**config.mk**
```make
export PLATFORM = sky130hd
export DESIGN_NAME = acc_sequencer
export DESIGN_NICKNAME = d
export VERILOG_FILES = /design/src/rtl/acc_sequencer.sv
export SDC_FILE = /design/constraint.sdc
export NUM_CORES = 1
export LEC_CHECK = 0
export CAP_MARGIN = 20
export CELL_PAD_IN_SITES_DETAIL_PLACEMENT = 1
export CELL_PAD_IN_SITES_GLOBAL_PLACEMENT = 2
export CORE_MARGIN = 1.5
export CORE_UTILIZATION = 29
export DETAILED_ROUTE_END_ITERATION = 16
export MAX_ROUTING_LAYER = met4
export PLACE_DENSITY = 0.85
export SYNTH_ARGS = -nofsm -noshare
export SYNTH_HDL_FRONTEND = slang
export SYNTH_SLANG_ARGS = --single-unit
```
**constraint.sdc**
```tcl
create_clock -name clock -period 2.2 [get_ports clock]
set_clock_uncertainty 0.05 [all_clocks]
set_input_delay 0.44 -clock clock [delete_from_list [all_inputs] [get_ports clock]]
set_output_delay 0.44 -clock clock [all_outputs]
set_load 0.02 [all_outputs]
```
**src/rtl/acc_sequencer.sv**
```systemverilog
// Accumulator write sequencer for the BeeF core.
// Drives acc_write/acc_src for repeated ALU writes and timed memory loads.
module acc_sequencer #(
   parameter int COUNT_W     = 8,
   parameter int MEM_TIMEOUT = 16
) (
   input  logic               clock,
   input  logic               reset,
   input  logic               cmd_valid,
   output logic               cmd_ready,
   input  logic [1:0]         cmd_op,
   input  logic [COUNT_W-1:0] cmd_count,
   output logic               mem_req,
   input  logic               mem_ack,
   output logic               acc_write,
   output logic               acc_src,
   output logic               busy,
   output logic               done,
   output logic               err
);

   localparam int WAIT_W = (MEM_TIMEOUT > 1) ? $clog2(MEM_TIMEOUT) : 1;
   localparam logic [WAIT_W-1:0] WAIT_LAST = WAIT_W'(MEM_TIMEOUT - 1);

   localparam logic [1:0] OP_NOP  = 2'b00;
   localparam logic [1:0] OP_ALU  = 2'b01;
   localparam logic [1:0] OP_LOAD = 2'b10;
   localparam logic [1:0] OP_RES  = 2'b11;

   typedef enum logic [1:0] {
      IDLE,
      ALU_RUN,
      MEM_REQ,
      FIN
   } state_t;

   state_t             state;
   state_t             state_nxt;
   logic [COUNT_W-1:0] rem_q;
   logic [COUNT_W-1:0] rem_nxt;
   logic [WAIT_W-1:0]  wait_q;
   logic [WAIT_W-1:0]  wait_nxt;
   logic               err_q;
   logic               err_nxt;
   logic               accept;
   logic               write_c;
   logic               src_c;
   logic               req_c;
   logic               done_c;

   always_ff @(posedge clock) begin
      if (!reset) begin
         state  <= IDLE;
         rem_q  <= '0;
         wait_q <= '0;
         err_q  <= 1'b0;
      end else begin
         state  <= state_nxt;
         rem_q  <= rem_nxt;
         wait_q <= wait_nxt;
         err_q  <= err_nxt;
      end
   end

   assign accept = cmd_valid && cmd_ready;

   always_comb begin
      state_nxt = state;
      rem_nxt   = rem_q;
      wait_nxt  = wait_q;
      err_nxt   = err_q;
      write_c   = 1'b0;
      src_c     = 1'b0;
      req_c     = 1'b0;
      done_c    = 1'b0;
      unique case (state)
         IDLE: begin
            if (accept) begin
               err_nxt = 1'b0;
               unique case (cmd_op)
                  OP_ALU: begin
                     state_nxt = ALU_RUN;
                     // a zero count still performs one write
                     rem_nxt   = (cmd_count == '0) ? COUNT_W'(1)
                                                   : cmd_count;
                  end
                  OP_LOAD: begin
                     state_nxt = MEM_REQ;
                     wait_nxt  = '0;
                  end
                  OP_NOP: begin
                     state_nxt = FIN;
                  end
                  OP_RES: begin
                     state_nxt = FIN;
                     err_nxt   = 1'b1;
                  end
               endcase
            end
         end
         ALU_RUN: begin
            write_c = 1'b1;
            rem_nxt = rem_q - 1'b1;
            if (rem_q == COUNT_W'(1)) begin
               done_c    = 1'b1;
               state_nxt = IDLE;
            end
         end
         MEM_REQ: begin
            req_c = 1'b1;
            src_c = 1'b1;
            if (mem_ack) begin
               write_c   = 1'b1;
               done_c    = 1'b1;
               state_nxt = IDLE;
            end else if (wait_q == WAIT_LAST) begin
               err_nxt   = 1'b1;
               done_c    = 1'b1;
               state_nxt = IDLE;
            end else begin
               wait_nxt = wait_q + 1'b1;
            end
         end
         FIN: begin
            done_c    = 1'b1;
            state_nxt = IDLE;
         end
      endcase
   end

   // every output is forced low while reset is held, even before the edge
   assign cmd_ready = (state == IDLE) && reset;
   assign busy      = (state != IDLE) && reset;
   assign mem_req   = req_c && reset;
   assign acc_write = write_c && reset;
   assign acc_src   = src_c && reset;
   assign done      = done_c && reset;
   assign err       = err_q && reset;

endmodule

```
Yosys cells after proc, flatten, opt, wreduce, memory -nomap -nowiden
Index checks and enable logic that the tools add are counted.
{ "word_totals": {"register_bits": 15, "inputBits": 14, "output_inout_bits": 7, "word_cells": 67} }
{ "op_classes": {"add_sub_neg": 2, "n_eq_ne": 16, "muxes": 27, "reduce_logical": 18} }
{ "op_table": {"columns": ["cell", "n"], "rows": [
  ["two-way mux 8 bit", 3],
  ["two-way mux 4 bit", 4],
  ["one-hot mux 8 bit (2 select lines)", 1],
  ["inequality test 2 bit (second input constant)", 5],
  ["two-way mux 1 bit", 9],
  ["equality test 2 bit (second input constant)", 4],
  ["equality test 8 x 1 -> 1 bit (second input constant)", 1],
  ["zero test 8 bit", 1],
  ["two-way mux 2 bit", 4],
  ["one-hot mux 2 bit (4 select lines)", 1],
  ["one-hot mux 4 bit (2 select lines)", 1],
  ["subtractor 8 x 1 -> 8 bit (second input constant)", 1],
  ["logical AND 1 bit", 7],
  ["one-hot mux 2 bit (3 select lines)", 1],
  ["AND reduction 3 bit", 2],
  ["nonzero test 2 bit", 3],
  ["AND reduction 5 bit", 1],
  ["adder 4 x 1 -> 4 bit (second input constant)", 1],
  ["equality test 2 x 1 -> 1 bit (second input constant)", 2],
  ["equality test 4 bit (second input constant)", 1],
  ["zero test 2 bit", 2],
  ["inequality test 2 x 1 -> 1 bit (second input constant)", 2],
  ["one-hot mux 1 bit (2 select lines)", 2],
  ["AND reduction 4 bit", 1],
  ["other kinds (3)", 3]
]} }

Depth between registers and ports, before layout
Gate-level depths: netlist (run 1).
{ "logic_depth": {"depth_word": 5, "ltp_mapped": 8, "depth_no_buf": 6} }

Worst setup path after synthesis (run 1)
Ideal clock, no wire load.
{ "synth_timing": {"kind": "reg2out", "start": "register state[1]", "end": "output done", "t_arrival_ps": 1599, "required_ps": 1710, "slack_ps": 111, "stages_incl_launch_ff": 6, "path_cell_list": "dfxtp_1 inv_1 ha_1 clkbuf_1 nand4_1 a311oi_1"} }
{ "synth_via": {"elab_chain_cells": 3, "elab_cells_between_ends": 5} }
{ "synth_lines": {"columns": ["element", "line", "text"], "rows": [
  ["from (decl)", "37", "state_t state;"],
  ["from (signal assigned)", "58", "state <= state_nxt;"],
  ["equality test 2 bit or equality test 2 x 1 -> 1 bit (tied branches)", "76", "unique case (state)"],
  ["one-hot mux 1 bit (3 select lines) *", "76", null],
  ["logical AND 1 bit *", "137", "assign done = done_c && reset;"],
  ["to (decl)", "18", "output logic done,"]
]} }
Mark *: on every way between the ends. The rest lies on a longest branch, timed or not.

Final worst setup path (run 1)
{ "layout_timing": {"start": "input reset", "end": "output cmd_ready"} }
{ "layout_via": {"elab_chain_cells": 1} }
{ "layout_lines": {"columns": ["element", "line", "text"], "rows": [
  ["from (decl)", "8", "input logic reset,"],
  ["logical AND 1 bit", "132", "assign cmd_ready = (state == IDLE) && reset;"],
  ["to (decl)", "10", "output logic cmd_ready,"]
]} }
Every way passes these cells.

==> impl_metrics.py, run 1 <==
metrics = {
    "run_status": {
        "status": "completed",
    },
    "grt": {
        "gr-total-overflow": 0,
        "grt_first_pass_wirelength_um": 5796,
        "grt_use_total": 0.1779,
        "grt_pass1_vias": 1240,
        "antenna_found_initial": 0,
        "grt_max_degree": 13,
    },
    "clocking": {
        "cts.sinks": 15,
        "cts_inserted_buffers": 3,
        "cts-root-buf": "clkbuf_8",
        "clk_pin_slew_ns": 0.06,
        "cts_buffer_depth": 2,
        "cts_hold_buf": 0,
        "cts-htree-levels": 1,
        "clk_latency_ns": 0.24,
        "cts_tree": "built",
    },
    "floorplanning": {
        "dieArea_um2": 4184,
        "die_y_um": 64.69,
        "die-width_um": 64.69,
        "ios": 21,
        "num_rows": 22,
        "core_um2": 3661,
        "initial_core_util": 0.3014,
    },
    "synthesis": {
        "ys_async_sr_fraction": 0,
        "synth.distinct_cells": 42,
        "yosysTopAreaCell": "dfxtp_1",
        "synth_warnings": 0,
        "ys.flop_type": "dfxtp_1",
        "synth-seq-area-share": 0.2721,
        "avgSynthCellArea_um2": 7.772,
        "synth-adder-area-share": 0.09070,
        "syn_inst": 142,
        "ys_seq_elements": 15,
        "yosysTopAreaCellShare": 0.2721,
        "synth_edf_count": 0,
        "synthMuxAreaShare": 0.04649,
        "synth_simple_gate_area_share": 0.2472,
        "yosys-top-cells-count": "nand2_1 (16), dfxtp_1 (15), inv_1 (14)",
        "synth_xor_area_frac": 0,
        "synth_nets": 164,
        "syn_area_um2": 1104,
        "synth_top_family_by_area": "compound AO/OA/AOI/OAI gates",
        "netlist_top_cells_area": "dfxtp_1 (27%), ha_1 (9.1%), nand2_1 (5.4%)",
        "synth_most_common_cell": "nand2_1",
        "synth-compound-area-share": 0.2585,
    },
    "critical_path": {
        "cp.arrival_ns": 1.62,
        "crit_chain": "clkdlybuf4s50_1, inv_1, buf_4, nor2_1, dlygate4sd2_1",
        "required_ns": 1.71,
        "end_kind": "primary output",
        "worstSetupPathType": "primary input to primary output",
        "r2r_cells": 8,
        "slowest_stage": "clkdlybuf4s50_1",
        "crit_fanout": 4,
        "start_kind": "primary input",
        "r2r_slack_ns": 0.32,
        "slowest_delay_ns": 0.52,
    },
    "routing": {
        "wire_per_inst_um": 14.58,
        "wl_um": 3339,
        "drc": 0,
        "ant_nets": 0,
        "drt_pass1_iterations": 4,
        "drt_iter0_drc": 43,
        "avgViaCountPerCell": 5.140,
        "num_vias": 1177,
    },
    "placed_design": {
        "dp_hpwl_um": 2611,
        "numPortBuffers": 20,
        "pre_cts_ws_ns": -0.3402,
        "place_congestion": 0.8408,
    },
    "power_and_ir_drop": {
        "p_int_uw": 946.4,
        "seqPwrFrac": 0.230,
        "p_comb_frac": 0.633,
        "ir_worst_vdd_uv": 531.0,
        "p_per_area_nw_per_um2": 1092,
        "switching_power_uw": 728.1,
        "swShare": 0.4348,
        "leakagePower_uw": 0.0006835,
        "p_clk_frac": 0.137,
    },
    "sta": {
        "post-route-min-period_ns": 2.109,
        "worst_slew_pin_slew_ns": 0.5799,
        "fin_crit_sh": 0.9586,
        "report.final.slew_viol_count": 0,
        "whs_ns": 0.4495,
        "fmax_mhz": 474.2,
        "rsz0062_at_grt": "true",
        "finalHoldViolations": 0,
        "setup_viol": 0,
        "slew_headroom": 0.6104,
        "worst_slack_ns": 0.09100,
    },
    "layout": {
        "drive_gt1_frac": 0.2044,
        "area_delta_synth_final_pct": 38.89,
        "nets": 204,
        "fill_cells": 462,
        "diodes": 0,
        "fin_util": 0.4187,
    },
    "flow_run": {
        "maxCapViolations": 0,
    },
    "worst_hold_path": {
        "hp-class": "register to register",
        "min_path_cells": 2,
    },
}
==> logic make-up after synthesis <==
family | after synthesis
AOI/OAI and AO/OA | 38
adders and majority gates | 8
buffers and inverters | 23
DFF | 15
muxes | 5
and+or+nand+nor | 53
==> power by group through the flow <==
stage	clock network [uW]	logic, uW	registers, uW
after floorplan	0	675	387
after global placement	0	1060	386
after detailed placement	0	1080	390
after CTS	230	1070	384
after global routing	250	1180	395
final	230	1060	385
==> layout by cell type, fill, tap and decap left out, drive strengths merged, types with 3 or more instances in the layout <==
master and count:
nand4 3, buf 25, nor2 13, nand2 16
clkdlybuf4s50 13, o221a 3, a21oi 8, nand3 4
inv 14, dlygate4sd2 5, mux2i 4, clkbuf 5
ha 8, dfxtp 15, o21ai 4, nor2b 4
==> flip-flops by register name (all words and copies together), names as in the netlist <==
register and flops:
state 2, wait_q 4, err_q 1, rem_q 8
==> metal layers <==
metal  GRT usage  vias up  part of all wire
li1            -      591                 -
met1      0.2247      574              0.50
met2      0.3008        8              0.48
met3     0.02778        4             0.010
met4     0.03989        0             0.011
met5           -        -                 0
==> area by class of cell <==
class	count	area [um2]	area share
sequential	15	301.5	0.1967
timing repair buffer	44	364.1	0.2376
tap	48	60.06	0.03918
multi-input combinational	104	709.4	0.4629
clock buffer	4	45.04	0.02939
inverter	14	52.55	0.03429
==> worst max-delay path, delay by kind of cell <==
family        cells  cell delay [ns]
simple gates      1             0.11
buf+inv           4             1.07
==> final timing paths <==
kind                                end                   from
setup / recovery              cmd_ready                  reset
setup reg to reg  rem_q[4]$_SDFFE_PN0P_  state[1]$_SDFFE_PN0P_
hold reg to reg   rem_q[7]$_SDFFE_PN0P_  rem_q[7]$_SDFFE_PN0P_
hold / removal    rem_q[7]$_SDFFE_PN0P_  rem_q[7]$_SDFFE_PN0P_
==> timing repair <==
item,4_1_cts,5_1_grt
resized for setup,11,3
pin swaps,0,0
endpoints found under the setup margin,7,3
setup buffers,0,0
==> per-stage QoR <==
| stage | instances | power, uW | cell area [um2] | TNS [ns] |
|---|---|---|---|---|
| after floorplan | 142 | 1062 | 1104 | 0 |
| after global routing | 229 | 1830 | 1533 | -0.04513 |
| after global placement | 225 | 1446 | 1503 | -1.180 |
| after CTS | 229 | 1680 | 1535 | 0 |
| after detailed placement | 225 | 1470 | 1503 | -1.336 |
| final | 229 | 1674 | 1533 | 0 |
Note: power is estimated with default switching activity, not from simulation.
==> run 2: changes to the inputs <==
--- a/config.mk
+++ b/config.mk
@@ -5,7 +5,6 @@
 export SDC_FILE = /design/constraint.sdc
 export NUM_CORES = 1
 export LEC_CHECK = 0
-export CAP_MARGIN = 20
 export CELL_PAD_IN_SITES_DETAIL_PLACEMENT = 1
 export CELL_PAD_IN_SITES_GLOBAL_PLACEMENT = 2
 export CORE_MARGIN = 1.5
==> results of run 2 <==
Final layout, timing and power as in run 1 (identical DEF).
==> run 3: changes to the inputs <==
==> constraint.sdc (replaced) <==
create_clock -name clock -period 2.3 [get_ports clock]
set_clock_uncertainty 0.05 [all_clocks]
set_input_delay 0.46 -clock clock [delete_from_list [all_inputs] [get_ports clock]]
set_output_delay 0.46 -clock clock [all_outputs]
set_load 0.02 [all_outputs]
==> run 3 against run 2 <==
Worst hold slack lost 0.0015 ns. Routed wire length fell by 0.78%. Die area is the same. Final area decreased by 0.73%. Worst setup slack worse by 0.026 ns. First-iteration DRC count fell by 14%. Utilization down 0.31 points. Critical path type unchanged. Critical endpoint is now err. Largest power group unchanged.
==> impl_metrics.py, run 3 (synthesis results as in run 1) <==
metrics = {
    "layout": {
        "nets": 202,
        "drive_gt1_frac": 0.1844,
        "diodes": 0,
        "ff_latch_area_um2": 300.3,
        "reg.largest.list": "rem_q (8), wait_q (4), state (2)",
        "largest_reg_flops": 8,
        "fill_cells": 452,
        "mostFrequentLayoutCell": "buf_4",
        "area_delta_synth_final_pct": 37.87,
        "multi_input_area_um2": 709.4,
        "registers.top_by_ff_count": "rem_q",
        "layout_common_cells": "buf_4 (22), nand2_1 (16), dfxtp_1 (15)",
    },
    "routing": {
        "drc": 0,
        "avgViaCountPerCell": 5.163,
        "drt_pass1_iterations": 4,
        "drt_iter0_drc": 37,
        "wl_um": 3313,
        "ant_nets": 0,
        "num_vias": 1172,
        "wire_per_inst_um": 14.59,
    },
    "critical_path": {
        "required_ns": 1.79,
        "start_kind": "primary input",
        "cp.arrival_ns": 1.72,
        "worstSetupPathType": "primary input to primary output",
        "crit_fanout": 4,
        "end_kind": "primary output",
        "r2r_slack_ns": 0.44,
    },
    "power_and_ir_drop": {
        "seqPwrFrac": 0.231,
        "p_clk_frac": 0.141,
        "ir_worst_vdd_uv": 397.2,
        "p_int_uw": 903.4,
        "switching_power_uw": 701.1,
        "p_comb_frac": 0.629,
        "leakagePower_uw": 0.0006707,
        "p_per_area_nw_per_um2": 1055,
        "power.total_uw": 1605,
        "swShare": 0.4370,
    },
    "floorplanning": {
        "num_rows": 22,
        "initial_core_util": 0.3014,
        "dieArea_um2": 4184,
        "core_um2": 3661,
        "die-width_um": 64.69,
        "ios": 21,
        "die_y_um": 64.69,
    },
    "placed_design": {
        "place_congestion": 0.8240,
        "dp_hpwl_um": 2619,
        "numPortBuffers": 20,
    },
    "sta": {
        "slew_headroom": 0.5897,
        "rsz0062_at_grt": "false",
        "fin_crit_sh": 0.9717,
        "post-route-min-period_ns": 2.235,
        "fmax_mhz": 447.5,
        "tns_ns": 0,
        "report.final.slew_viol_count": 0,
        "finalHoldViolations": 0,
        "worst_slew_pin_slew_ns": 0.6107,
        "setup_viol": 0,
    },
    "grt": {
        "antenna_found_initial": 0,
        "gr-total-overflow": 0,
        "grt_max_degree": 13,
        "grt_use_total": 0.1685,
        "grt_first_pass_wirelength_um": 5506,
        "grt_pass1_vias": 1207,
    },
    "clocking": {
        "cts-root-buf": "clkbuf_8",
        "cts-htree-levels": 1,
        "clk_pin_slew_ns": 0.07,
        "cts_buffer_depth": 2,
        "cts_tree": "built",
        "cts_hold_buf": 0,
        "cts.sinks": 15,
        "clk_latency_ns": 0.25,
        "cts_inserted_buffers": 3,
    },
    "run_status": {
        "status": "completed",
    },
    "worst_hold_path": {
        "hp-class": "register to register",
    },
    "flow_run": {
        "maxCapViolations": 0,
    },
}
run 3: cell count changes in the layout (fill, tap and decap cells not counted), sizes merged:
cell,change
buf,-3
clkdlybuf4s50,+1
run 3: layout make-up:
type | count | share of cell area
clock buffer | 4 | 0.02961
sequential | 15 | 0.1974
tap | 48 | 0.03947
timing repair buffer | 42 | 0.2327
inverter | 14 | 0.03454
multi-input combinational | 104 | 0.4663
run 3: timing repair:
item                       4_1_cts  5_1_grt
setup buffers                    0        0
setup endpoints to repair        6        1
gates resized for setup          6        3
run 3: final timing paths:
path              depth (start not counted)               endpoint             startpoint
setup / recovery                          3                    err                  reset
hold / removal                            2  rem_q[7]$_SDFFE_PN0P_  rem_q[7]$_SDFFE_PN0P_
setup reg to reg                          8  rem_q[5]$_SDFFE_PN0P_  state[1]$_SDFFE_PN0P_
hold reg to reg                           2  rem_q[7]$_SDFFE_PN0P_  rem_q[7]$_SDFFE_PN0P_
run 3: worst max-delay path, stage by stage:
cell	delay [ns]
clkdlybuf4s50_1	0.52
and2_1	0.14
clkdlybuf4s50_1	0.60
run 3: through the flow:
stage	setup WS [ns]	cells	util	instance area [um2]	hold slack, ns
6_report	0.06520	227	0.4156	1521	0.4481
5_1_grt	0.04925	227	0.4156	1521	0.4647
4_1_cts	0.04675	227	0.4166	1525	0.4502
3_5_place_dp	-0.2455	223	0.4064	1488	0.4393
3_3_place_gp	-0.2484	223	0.4064	1488	0.4232
2_1_floorplan	0.1906	142	-	1104	0.3992
run 3: metal layers:
layer / track usage / share of wire / vias to the layer above
li1: - / - / 585
met1: 0.2098 / 0.48 / 569
met2: 0.2826 / 0.49 / 14
met3: 0.02431 / 0.020 / 4
met4: 0.05319 / 0.0097 / 0
met5: - / 0 / -
run 3: power groups by stage:
stage | Sequential (uW) | Combinational, uW | Clock (uW)
2_1_floorplan | 371 | 646 | 0
3_3_place_gp | 371 | 1000 | 0
3_5_place_dp | 377 | 1020 | 0
4_1_cts | 371 | 1010 | 235
5_1_grt | 382 | 1110 | 245
6_report | 370 | 1010 | 226
